$ cat config.mk
export PLATFORM = sky130hd
export DESIGN_NAME = ddr_tx_serializer_flat
export DESIGN_NICKNAME = d
export VERILOG_FILES = /design/src/rtl/ddr_tx_serializer_if.sv /design/src/rtl/ddr_tx_serializer.sv /design/src/flat_wrapper.sv
export SDC_FILE = /design/constraint.sdc
export NUM_CORES = 1
export LEC_CHECK = 0
export BUFFER_PORTS_ARGS = -buffer_cell sky130_fd_sc_hd__clkbuf_2
export CAP_MARGIN = 20
export CORE_MARGIN = 4
export CORE_UTILIZATION = 55
export CTS_BUF_LIST = sky130_fd_sc_hd__clkbuf_4 sky130_fd_sc_hd__clkbuf_8 sky130_fd_sc_hd__clkbuf_16
export DETAILED_ROUTE_END_ITERATION = 6
export PLACE_DENSITY_LB_ADDON = 0.05
export SYNTH_ARGS = -nofsm -noshare
export SYNTH_HDL_FRONTEND = slang
export SYNTH_SLANG_ARGS = --single-unit
$ cat constraint.sdc
create_clock -name clk -period 5.4 [get_ports clk]
set_input_delay 1.62 -clock clk [delete_from_list [all_inputs] [get_ports clk]]
set_output_delay 1.62 -clock clk [all_outputs]
set_load 0.005 [all_outputs]
$ cat src/rtl/ddr_tx_serializer_if.sv
// Parallel-word handshake plus the O_DDR / O_BUFT_DS drive signals
// of the DDR transmit serializer.
interface ddr_tx_serializer_if #(
    parameter int DATA_WIDTH = 8
);
    logic [DATA_WIDTH-1:0] s_data;
    logic                  s_valid;
    logic                  s_ready;
    logic [1:0]            ddr_d;
    logic                  ddr_en;
    logic                  oe;
    logic                  word_done;
    logic                  busy;

    modport master (
        output s_data, s_valid,
        input  s_ready, ddr_d, ddr_en, oe, word_done, busy
    );

    modport slave (
        input  s_data, s_valid,
        output s_ready, ddr_d, ddr_en, oe, word_done, busy
    );
endinterface

$ cat src/rtl/ddr_tx_serializer.sv
// Serializes parallel words 2 bits per clock for O_DDR, framing each
// burst with preamble and tail beats and driving the pad enable.
module ddr_tx_serializer #(
    parameter int DATA_WIDTH      = 8,
    parameter int PREAMBLE_CYCLES = 2,
    parameter int TAIL_CYCLES     = 1
) (
    input logic                clk,
    input logic                rst,
    ddr_tx_serializer_if.slave bus
);
    localparam int BEATS  = DATA_WIDTH / 2;
    localparam int MAX_PT = (PREAMBLE_CYCLES > TAIL_CYCLES) ?
                            PREAMBLE_CYCLES : TAIL_CYCLES;
    localparam int MAXB   = (BEATS > MAX_PT) ? BEATS : MAX_PT;
    localparam int CW     = $clog2(MAXB + 1);

    typedef enum logic [1:0] {
        IDLE  = 2'd0,
        PRE   = 2'd1,
        SHIFT = 2'd2,
        TAIL  = 2'd3
    } state_e;

    state_e                state_q, state_d;
    logic [CW-1:0]         cnt_q, cnt_d;
    logic [DATA_WIDTH-1:0] hold_q;
    logic [DATA_WIDTH-1:0] sr_q, sr_d;
    logic                  hold_valid_q, hold_valid_d;
    logic [1:0]            ddr_d_q, ddr_d_d;
    logic                  en_q, en_d;
    logic                  wd_q, wd_d;
    logic                  take;
    logic                  consume;
    logic                  last_pre;
    logic                  last_beat;
    logic                  last_tail;

    assign bus.s_ready = ~hold_valid_q & ~rst;
    assign take        = bus.s_valid & bus.s_ready;

    // take needs hold empty, consume needs it full: never both
    assign hold_valid_d = take | (hold_valid_q & ~consume);

    assign last_pre  = (cnt_q == CW'(PREAMBLE_CYCLES - 1));
    assign last_beat = (cnt_q == CW'(BEATS - 1));
    assign last_tail = (cnt_q == CW'(TAIL_CYCLES - 1));

    always_ff @(posedge clk) begin
        if (rst) begin
            state_q      <= IDLE;
            cnt_q        <= '0;
            hold_valid_q <= 1'b0;
            ddr_d_q      <= 2'b00;
            en_q         <= 1'b0;
            wd_q         <= 1'b0;
        end else begin
            state_q      <= state_d;
            cnt_q        <= cnt_d;
            hold_valid_q <= hold_valid_d;
            ddr_d_q      <= ddr_d_d;
            en_q         <= en_d;
            wd_q         <= wd_d;
        end
    end

    always_ff @(posedge clk) begin
        if (take) begin
            hold_q <= bus.s_data;
        end
        sr_q <= sr_d;
    end

    always_comb begin
        state_d = state_q;
        cnt_d   = cnt_q;
        consume = 1'b0;
        unique case (state_q)
            IDLE: begin
                if (hold_valid_q) begin
                    state_d = PRE;
                    cnt_d   = '0;
                    consume = 1'b1;
                end
            end
            PRE: begin
                if (last_pre) begin
                    state_d = SHIFT;
                    cnt_d   = '0;
                end else begin
                    cnt_d = cnt_q + 1'b1;
                end
            end
            SHIFT: begin
                if (last_beat) begin
                    cnt_d = '0;
                    if (hold_valid_q) begin
                        consume = 1'b1;
                    end else begin
                        state_d = TAIL;
                    end
                end else begin
                    cnt_d = cnt_q + 1'b1;
                end
            end
            TAIL: begin
                if (last_tail) begin
                    state_d = IDLE;
                    cnt_d   = '0;
                end else begin
                    cnt_d = cnt_q + 1'b1;
                end
            end
            default: begin
                state_d = IDLE;
                cnt_d   = '0;
            end
        endcase
    end

    // Shift register keeps the next beat in its low pair
    always_comb begin
        sr_d    = sr_q;
        ddr_d_d = 2'b00;
        en_d    = 1'b0;
        wd_d    = 1'b0;
        unique case (state_d)
            IDLE: begin
            end
            PRE: begin
                en_d    = 1'b1;
                ddr_d_d = 2'b10;
                if (consume) begin
                    sr_d = hold_q;
                end
            end
            SHIFT: begin
                en_d = 1'b1;
                wd_d = (cnt_d == CW'(BEATS - 1));
                if (consume) begin
                    ddr_d_d = hold_q[1:0];
                    sr_d    = hold_q >> 2;
                end else begin
                    ddr_d_d = sr_q[1:0];
                    sr_d    = sr_q >> 2;
                end
            end
            TAIL: begin
                en_d = 1'b1;
            end
            default: begin
            end
        endcase
    end

    assign bus.ddr_d     = ddr_d_q;
    assign bus.ddr_en    = en_q;
    assign bus.oe        = en_q;
    assign bus.word_done = wd_q;
    assign bus.busy      = (state_q != IDLE) | hold_valid_q;
endmodule

$ cat src/flat_wrapper.sv
// flat-port wrapper written by rule: the top's interface ports become plain ports
module ddr_tx_serializer_flat 
#(
    parameter int DATA_WIDTH      = 8,
    parameter int PREAMBLE_CYCLES = 2,
    parameter int TAIL_CYCLES     = 1
)
  (clk, rst, bus_s_data, bus_s_valid, bus_s_ready, bus_ddr_d, bus_ddr_en, bus_oe, bus_word_done, bus_busy);
  ddr_tx_serializer_if #(.DATA_WIDTH(DATA_WIDTH)) bus_i ();
  input logic clk;
  input logic rst;
  input wire logic [$bits(bus_i.s_data)-1:0] bus_s_data;
  input wire logic [$bits(bus_i.s_valid)-1:0] bus_s_valid;
  output wire logic [$bits(bus_i.s_ready)-1:0] bus_s_ready;
  output wire logic [$bits(bus_i.ddr_d)-1:0] bus_ddr_d;
  output wire logic [$bits(bus_i.ddr_en)-1:0] bus_ddr_en;
  output wire logic [$bits(bus_i.oe)-1:0] bus_oe;
  output wire logic [$bits(bus_i.word_done)-1:0] bus_word_done;
  output wire logic [$bits(bus_i.busy)-1:0] bus_busy;
  assign bus_i.s_data = bus_s_data;
  assign bus_i.s_valid = bus_s_valid;
  assign bus_s_ready = bus_i.s_ready;
  assign bus_ddr_d = bus_i.ddr_d;
  assign bus_ddr_en = bus_i.ddr_en;
  assign bus_oe = bus_i.oe;
  assign bus_word_done = bus_i.word_done;
  assign bus_busy = bus_i.busy;
  ddr_tx_serializer #(.DATA_WIDTH(DATA_WIDTH), .PREAMBLE_CYCLES(PREAMBLE_CYCLES), .TAIL_CYCLES(TAIL_CYCLES)) u_core (.clk(clk), .rst(rst), .bus(bus_i));
endmodule
==> impl_summary.txt, run 1 <==
----------------------------------------------------
[Worst setup path]
  CP Launch Type ... primary input
  Worst Path Arrival ... 2.15 ns
  Crit Path Class ... in2out
  Data required time at the worst endpoint ... 3.78 ns
  Type of element capturing the critical path ... primary output
  Biggest fanout along the worst timing path ... 10

[Route]
  Number of DRC violations after detailed routing ... 0
  Average vias per placed instance ... 5.466
  Via count ... 880
  Average routed wire per standard cell ... 13.26 um
  Total wirelength of the detailed-routed design ... 2.135 mm
  Antenna-violating nets left ... 0
  DRC violation total after the first TritonRoute iteration ... 32
  Drt pass-1 iters ... 4

[Yosys]
  Async SR Flop Fraction ... 0%
  Cells after Synth ... 116
  Post-synthesis sequential element count ... 26
  Most common cell in the synthesized netlist ... edfxtp_1
  Area of the mapped netlist ... 1290 um^2
  Number of warnings reported in the yosys synthesis log ... 0
  Top cells by area in the synthesized netlist ... edfxtp_1 37%, dfxtp_1 16%, mux2i_1 7.0%
  Mapped Nets ... 134
  Proportion of synthesized chip area in sequential cells ... 52.76%
  Syn_area_per_cell ... 11.12 um^2
  Area fraction of the dominant cell type after synthesis ... 37.25%
  Library cells used by synthesis ... 33
  Most area-hungry cell type in the Yosys netlist ... edfxtp_1
  Count of flip-flops with a built-in enable after synthesis ... 16
  List of most frequent post-synthesis cells ... 16 x edfxtp_1, 14 x nor2_1, 11 x inv_1, 10 x dfxtp_1, 9 x mux2i_1
  Main flop type after synthesis ... edfxtp_1

[Die]
  Total number of placement rows ... 17
  Num ports ... 18
  Die area ... 3184 um^2
  Placeable core area ... 2212 um^2
  Starting density of the core ... 58.31%
  Horizontal die dimension ... 56.43 um
  DIE HEIGHT ... 56.43 um

[Cells and area]
  Ratio of cells with drive above 1 in the final layout ... 21.05%
  Diode insertion count for antenna repair ... 0
  Final nets ... 152
  Number of standard cells in the layout, taps in and fillers out ... 161
  Synth-to-layout area growth ... 9.603%
  Area of all placed cells without fillers ... 1414 um^2
  Layout fillers ... 198

[Timing]
  Final hold violation count ... 0
  Max-slew violation total from the final report ... 0
  Clk_skew ... 0.01281 ns
  Unrepaired setup endpoints after global routing ... false
  Final period utilization ... 69.84%
  Peak Freq ... 265.1 MHz
  Time the worst path needs with I/O delays and setup ... 3.772 ns
  Finish-stage setup viols ... 0
  Aggregate negative setup slack ... 0 ns
  Min setup slack post-route ... 1.628 ns
  Slew margin rel. ... 63.36%
  Actual slew at the worst max-slew pin ... 0.5495 ns

[Clocking]
  # resized after CTS ... 0
  Master cell of the clock root buffer ... clkbuf_4
  Clock latency at the later pin of the worst-skew pair ... 0.31 ns
  CTS max path bufs ... 2
  Clock slew at the register clock pins of the worst setup and hold paths ... 0.13 ns
  Post-CTS Hold Buffers ... 0
  Number of CTS-inserted buffers ... 3
  Number of H-tree branching levels ... 1
  Number of sinks handled by clock tree synthesis ... 26
  Post-CTS Repair Setup Buffers ... 0
  TritonCTS clock tree ... yes

[Outcome]
  Outcome ... complete, no violations

[Place]
  # port buffers ... 17
  Placed Cells incl. Taps ... 156
  Placement-stage cell area ... 1383 um^2
  Placer Congestion ... 0.8144
  Post-place setup slack ... 1.609 ns
  Placed wire-length estimate ... 1.623 mm

[Global routing]
  GRT Util Overall ... 14.94%
  Antenna violations before repair ... 0
  Largest net degree at the start of global routing ... 17
  First-pass GRT wire length ... 3.808 mm
  Vias in the first global route ... 848
  Remaining global-route overflow ... 0

[Worst hold path]
  Path class of the lowest-slack min-delay path ... reg2reg

[Flow run]
  Max-cap check violation count ... 0

[Pwr]
  Leak Pwr ... 0.0005857 uW
  Power density over the cells ... 266.0 nW/um^2
  Worst vdd ir ... 216.7 uV

----------------------------------------------------
final cells by class:
cell class	instances	area [um^2]	share of cell area [%]
flip-flops and latches	26	680.7	48.14
clock buffers	3	22.52	1.593
inverters	11	41.29	2.920
repair buffers	18	90.09	6.372
well taps	28	35.03	2.478
clock inverters	1	3.754	0.2655
multi-input cells	74	540.5	38.23
critical path, stage by stage:
cell      delay (ns)
clkbuf_2        0.17
nor2_1          0.21
clkbuf_2        0.15
through the flow:
stage	hold slack, ns	total power (uW)	util (%)
6_report	0.5412	376.1	63.91
3_5_place_dp	0.5162	301.5	62.50
2_1_floorplan	0.4854	284.0	-
3_3_place_gp	0.5102	298.4	62.50
4_1_cts	0.5435	379.3	63.69
5_1_grt	0.5941	398.5	63.91
kinds of logic (layout without fill, tap and decap cells):
group                      Yosys count  after routing  share of synthesized area [%]
muxes                                9              9                          6.984
and+or+nand+nor                     38             38                          16.00
AOI/OAI and AO/OA                   20             20                          12.12
adders and majority gates            7              7                          6.789
DFF                                 26             26                          52.76
buffers and inverters               16             33                          5.334
worst paths after layout:
check | startpoint | end | slack [ns] | depth (start not counted)
worst max-delay path | rst | bus_s_ready | 1.63 | 3
worst min-delay path | u_core.cnt_q[1] | u_core.cnt_q[1] | 0.54 | 2
worst max register to register | u_core.cnt_q[0] | u_core.sr_q[6] | 2.91 | 8
worst min register to register | u_core.cnt_q[1] | u_core.cnt_q[1] | 0.54 | 2
registers in the layout (all words and copies together), names as in the netlist:
signal	flops
u_core.bus.word_done	1
u_core.bus.ddr_en	1
u_core.sr_q	8
u_core.hold_q	8
u_core.hold_valid_q	1
u_core.state_q	2
u_core.cnt_q	3
u_core.bus.ddr_d	2
power by group:
group | leakage [uW] | switching (uW) | internal [uW] | total, uW
registers | 0.000229 | 8.66 | 224 | 232
clock network | 0.0000154 | 52.2 | 27.0 | 79.2
logic | 0.000342 | 35.8 | 28.8 | 64.6
total | 0.000586 | 96.7 | 279 | 376
routing by layer:
metal | vias up | global-route usage, % | share of wire [%]
met5 | - | 0 | 0
met4 | 0 | 4.068 | 1.4
met3 | 4 | 4.598 | 5.7
met2 | 25 | 24.09 | 45
met1 | 408 | 19.28 | 48
li1 | 443 | - | -
placed cells by master, fill, tap and decap left out, types with 2 or more instances in the layout:
cell type,Yosys,final
a21oi_1,7,7
clkbuf_2,0,17
clkbuf_4,0,3
dfxtp_1,10,10
edfxtp_1,16,16
ha_1,7,7
inv_1,11,11
mux2i_1,9,9
nand2_1,3,3
nand2_2,2,2
nand2b_1,2,2
nand3_1,5,5
nor2_1,14,14
nor2b_1,5,5
o21ai_0,3,3
No activity file was read; power rests on OpenSTA's default activity.
==> run 2, diff against run 1 <==
==> constraint.sdc (replaced) <==
create_clock -name clk -period 3.8 [get_ports clk]
set_input_delay 1.14 -clock clk [delete_from_list [all_inputs] [get_ports clk]]
set_output_delay 1.14 -clock clk [all_outputs]
set_load 0.005 [all_outputs]
==> impl_summary.txt, run 2 (synthesis results as in run 1) <==
----------------------------------------------------
[Global routing]
  Antenna violations before repair ... 0 (unchanged)
  Largest net degree at the start of global routing ... 17 (unchanged)
  GRT Util Overall ... 14.81% (was 14.94%)
  First-pass GRT wire length ... 3.795 mm (was 3.808 mm)
  Remaining global-route overflow ... 0 (unchanged)
  Vias in the first global route ... 853 (was 848)

[Die]
  Num ports ... 18 (unchanged)
  Placeable core area ... 2212 um^2 (unchanged)
  Die area ... 3184 um^2 (unchanged)
  Starting density of the core ... 58.31% (unchanged)
  Total number of placement rows ... 17 (unchanged)
  Horizontal die dimension ... 56.43 um (unchanged)
  DIE HEIGHT ... 56.43 um (unchanged)

[Cells and area]
  Layout fillers ... 187 (was 198)
  Largest registers ... u_core.hold_q x8, u_core.sr_q x8, u_core.cnt_q x3 (unchanged)
  Final nets ... 152 (unchanged)
  Commonest cells after routing, fill and taps aside ... 17 x clkbuf_2, 16 x edfxtp_1, 14 x nor2_1 (unchanged)
  Diode insertion count for antenna repair ... 0 (unchanged)
  Most frequent standard cell in the layout excluding fill and tap cells ... clkbuf_2 (unchanged)
  Ratio of cells with drive above 1 in the final layout ... 21.80% (was 21.05%)
  Synth-to-layout area growth ... 11.83% (was 9.603%)

[Worst hold path]
  Beginning of the worst hold path ... u_core.cnt_q[1] (unchanged)
  End of the worst hold path ... u_core.cnt_q[1] (unchanged)
  Path class of the lowest-slack min-delay path ... reg2reg (unchanged)
  Number of cells on the worst hold path ... 2 (unchanged)

[Worst setup path]
  Data required time at the worst endpoint ... 2.66 ns (was 3.78 ns)
  R2R Path End ... u_core.bus.ddr_d[1] (was u_core.sr_q[6])
  Crit Path Class ... in2out (unchanged)
  Type of element capturing the critical path ... primary output (unchanged)
  Depth of the worst register-to-register path ... 7 (was 8)
  Biggest fanout along the worst timing path ... 10 (unchanged)
  Worst setup slack for register-to-register paths ... 1.42 ns (was 2.91 ns)
  Reg-to-Reg Start ... u_core.cnt_q[0] (unchanged)
  CP Launch Type ... primary input (unchanged)
  Worst Path Arrival ... 1.66 ns (was 2.15 ns)

[Clocking]
  Number of H-tree branching levels ... 1 (unchanged)
  Master cell of the clock root buffer ... clkbuf_4 (unchanged)
  Number of sinks handled by clock tree synthesis ... 26 (unchanged)
  Clock latency at the later pin of the worst-skew pair ... 0.31 ns (about the same)
  CTS max path bufs ... 2 (unchanged)
  # resized after CTS ... 0 (unchanged)
  Number of CTS-inserted buffers ... 3 (unchanged)
  Clock slew at the register clock pins of the worst setup and hold paths ... 0.14 ns (was 0.13 ns)
  Post-CTS Hold Buffers ... 0 (unchanged)
  TritonCTS clock tree ... yes (unchanged)
  Post-CTS Repair Setup Buffers ... 0 (unchanged)

[Timing]
  Final period utilization ... 73.60%
  Final hold violation count ... 0 (unchanged)
  Slew margin rel. ... 63.35% (was 63.36%)
  Time the worst path needs with I/O delays and setup ... 2.797 ns
  Max-slew violation total from the final report ... 0 (unchanged)
  Clk_skew ... 0.001619 ns (was 0.01281 ns)
  Peak Freq ... 357.5 MHz
  Finish-stage setup viols ... 0 (unchanged)
  Aggregate negative setup slack ... 0 ns (unchanged)
  Actual slew at the worst max-slew pin ... 0.5497 ns (was 0.5495 ns)
  Unrepaired setup endpoints after global routing ... false (unchanged)

[Route]
  WL met2 ... 1.043 mm (was 967 um)
  WL met1 ... 1.019 mm (was 1.015 mm)
  Number of DRC violations after detailed routing ... 0 (unchanged)
  Average vias per placed instance ... 5.323 (was 5.466)
  Average routed wire per standard cell ... 13.55 um (was 13.26 um)
  Drt pass-1 iters ... 4 (unchanged)
  Antenna-violating nets left ... 0 (unchanged)
  Via count ... 857 (was 880)
  Top metal layer carrying routed signals ... met4 (unchanged)
  DRC violation total after the first TritonRoute iteration ... 19 (was 32)
  Total wirelength of the detailed-routed design ... 2.181 mm (was 2.135 mm)
  Routed met3 length ... 106 um (was 122 um)

[Pwr]
  Switching power total ... 143.9 uW (was 96.70 uW)
  P_int ... 466.0 uW (was 279.4 uW)
  Share of power burned in the clock network ... 30.7% (was 21.1%)
  Fraction of power consumed by sequential logic ... 54.1% (was 61.8%)
  Switching power as a share of total power ... 23.60% (was 25.71%)
  Portion of total power attributed to combinational logic ... 15.1% (was 17.2%)
  Leak Pwr ... 0.0005983 uW (was 0.0005857 uW)
  Power density over the cells ... 422.8 nW/um^2 (was 266.0 nW/um^2)
  Worst vdd ir ... 268.4 uV (was 216.7 uV)
  Overall power after layout ... 610.0 uW (was 376.1 uW)

[Flow run]
  Max-cap check violation count ... 0 (unchanged)

[Outcome]
  Outcome ... complete, no violations (unchanged)

[Place]
  Placer Congestion ... 0.8144 (unchanged)
  # port buffers ... 17 (unchanged)
  Placed wire-length estimate ... 1.606 mm (was 1.623 mm)

----------------------------------------------------
-- run 2: cell types whose count changed in the layout (fill, tap and decap cells not counted) --
| cell | change |
|---|---|
| buf_4 | +1 |
| bufinv_16 | +1 |
| buf_2 | -1 |
| clkinv_1 | -1 |
-- run 2: layout make-up --
type                            count  area [um^2]  area share, %
Tap cell                           28        35.03          2.428
Multi-Input combinational cell     74        540.5          37.47
Timing Repair Buffer               18        92.59          6.418
Clock buffer                        3        22.52          1.561
Sequential cell                    26        680.7          47.18
Clock inverter                      1        30.03          2.082
Inverter                           11        41.29          2.862
-- run 2: worst max-delay path by stage --
stage | cells after the start | endpoint | startpoint | slack (ns)
6_report | 3 | bus_s_ready | rst | 1.00
5_1_grt | 3 | bus_s_ready | rst | 0.88
4_1_cts | 3 | bus_s_ready | rst | 0.99
3_5_place_dp | 3 | bus_s_ready | rst | 0.99
3_3_place_gp | 3 | bus_s_ready | rst | 1.03
2_1_floorplan | 2 | bus_s_ready | rst | 1.15
-- run 2: power by group through the flow --
| stage | combinational (uW) | sequential (uW) | clock (uW) |
|---|---|---|---|
| detailed placement | 92.6 | 337 | 0 |
| CTS | 93.2 | 330 | 191 |
| finish | 92.2 | 330 | 188 |
| floorplan | 73.2 | 330 | 0 |
| global route | 103 | 332 | 205 |
| global placement | 89.4 | 336 | 0 |
-- run 2: per-layer routing --
| metal | track usage (%) | vias up |
|---|---|---|
| met5 | 0 | - |
| met4 | 5.085 | 0 |
| met3 | 2.299 | 2 |
| met2 | 24.09 | 19 |
| met1 | 19.94 | 398 |
| li1 | - | 438 |
-- run 2: critical path: stages --
cell and delay (ns):
clkbuf_2 0.17, nor2_1 0.20, clkbuf_2 0.15
-- run 2: per-stage QoR --
step | area (um^2) | cells | hold WS [ns] | worst slack (ns) | utilization, %
3_3_place_gp | 1390 | 157 | 0.5106 | 1.032 | 62.84
4_1_cts | 1443 | 161 | 0.5427 | 0.9853 | 65.21
3_5_place_dp | 1390 | 157 | 0.5195 | 0.9853 | 62.84
6_report | 1443 | 161 | 0.5477 | 1.003 | 65.21
5_1_grt | 1443 | 161 | 0.5963 | 0.8842 | 65.21
2_1_floorplan | 1290 | 116 | 0.4854 | 1.146 | -
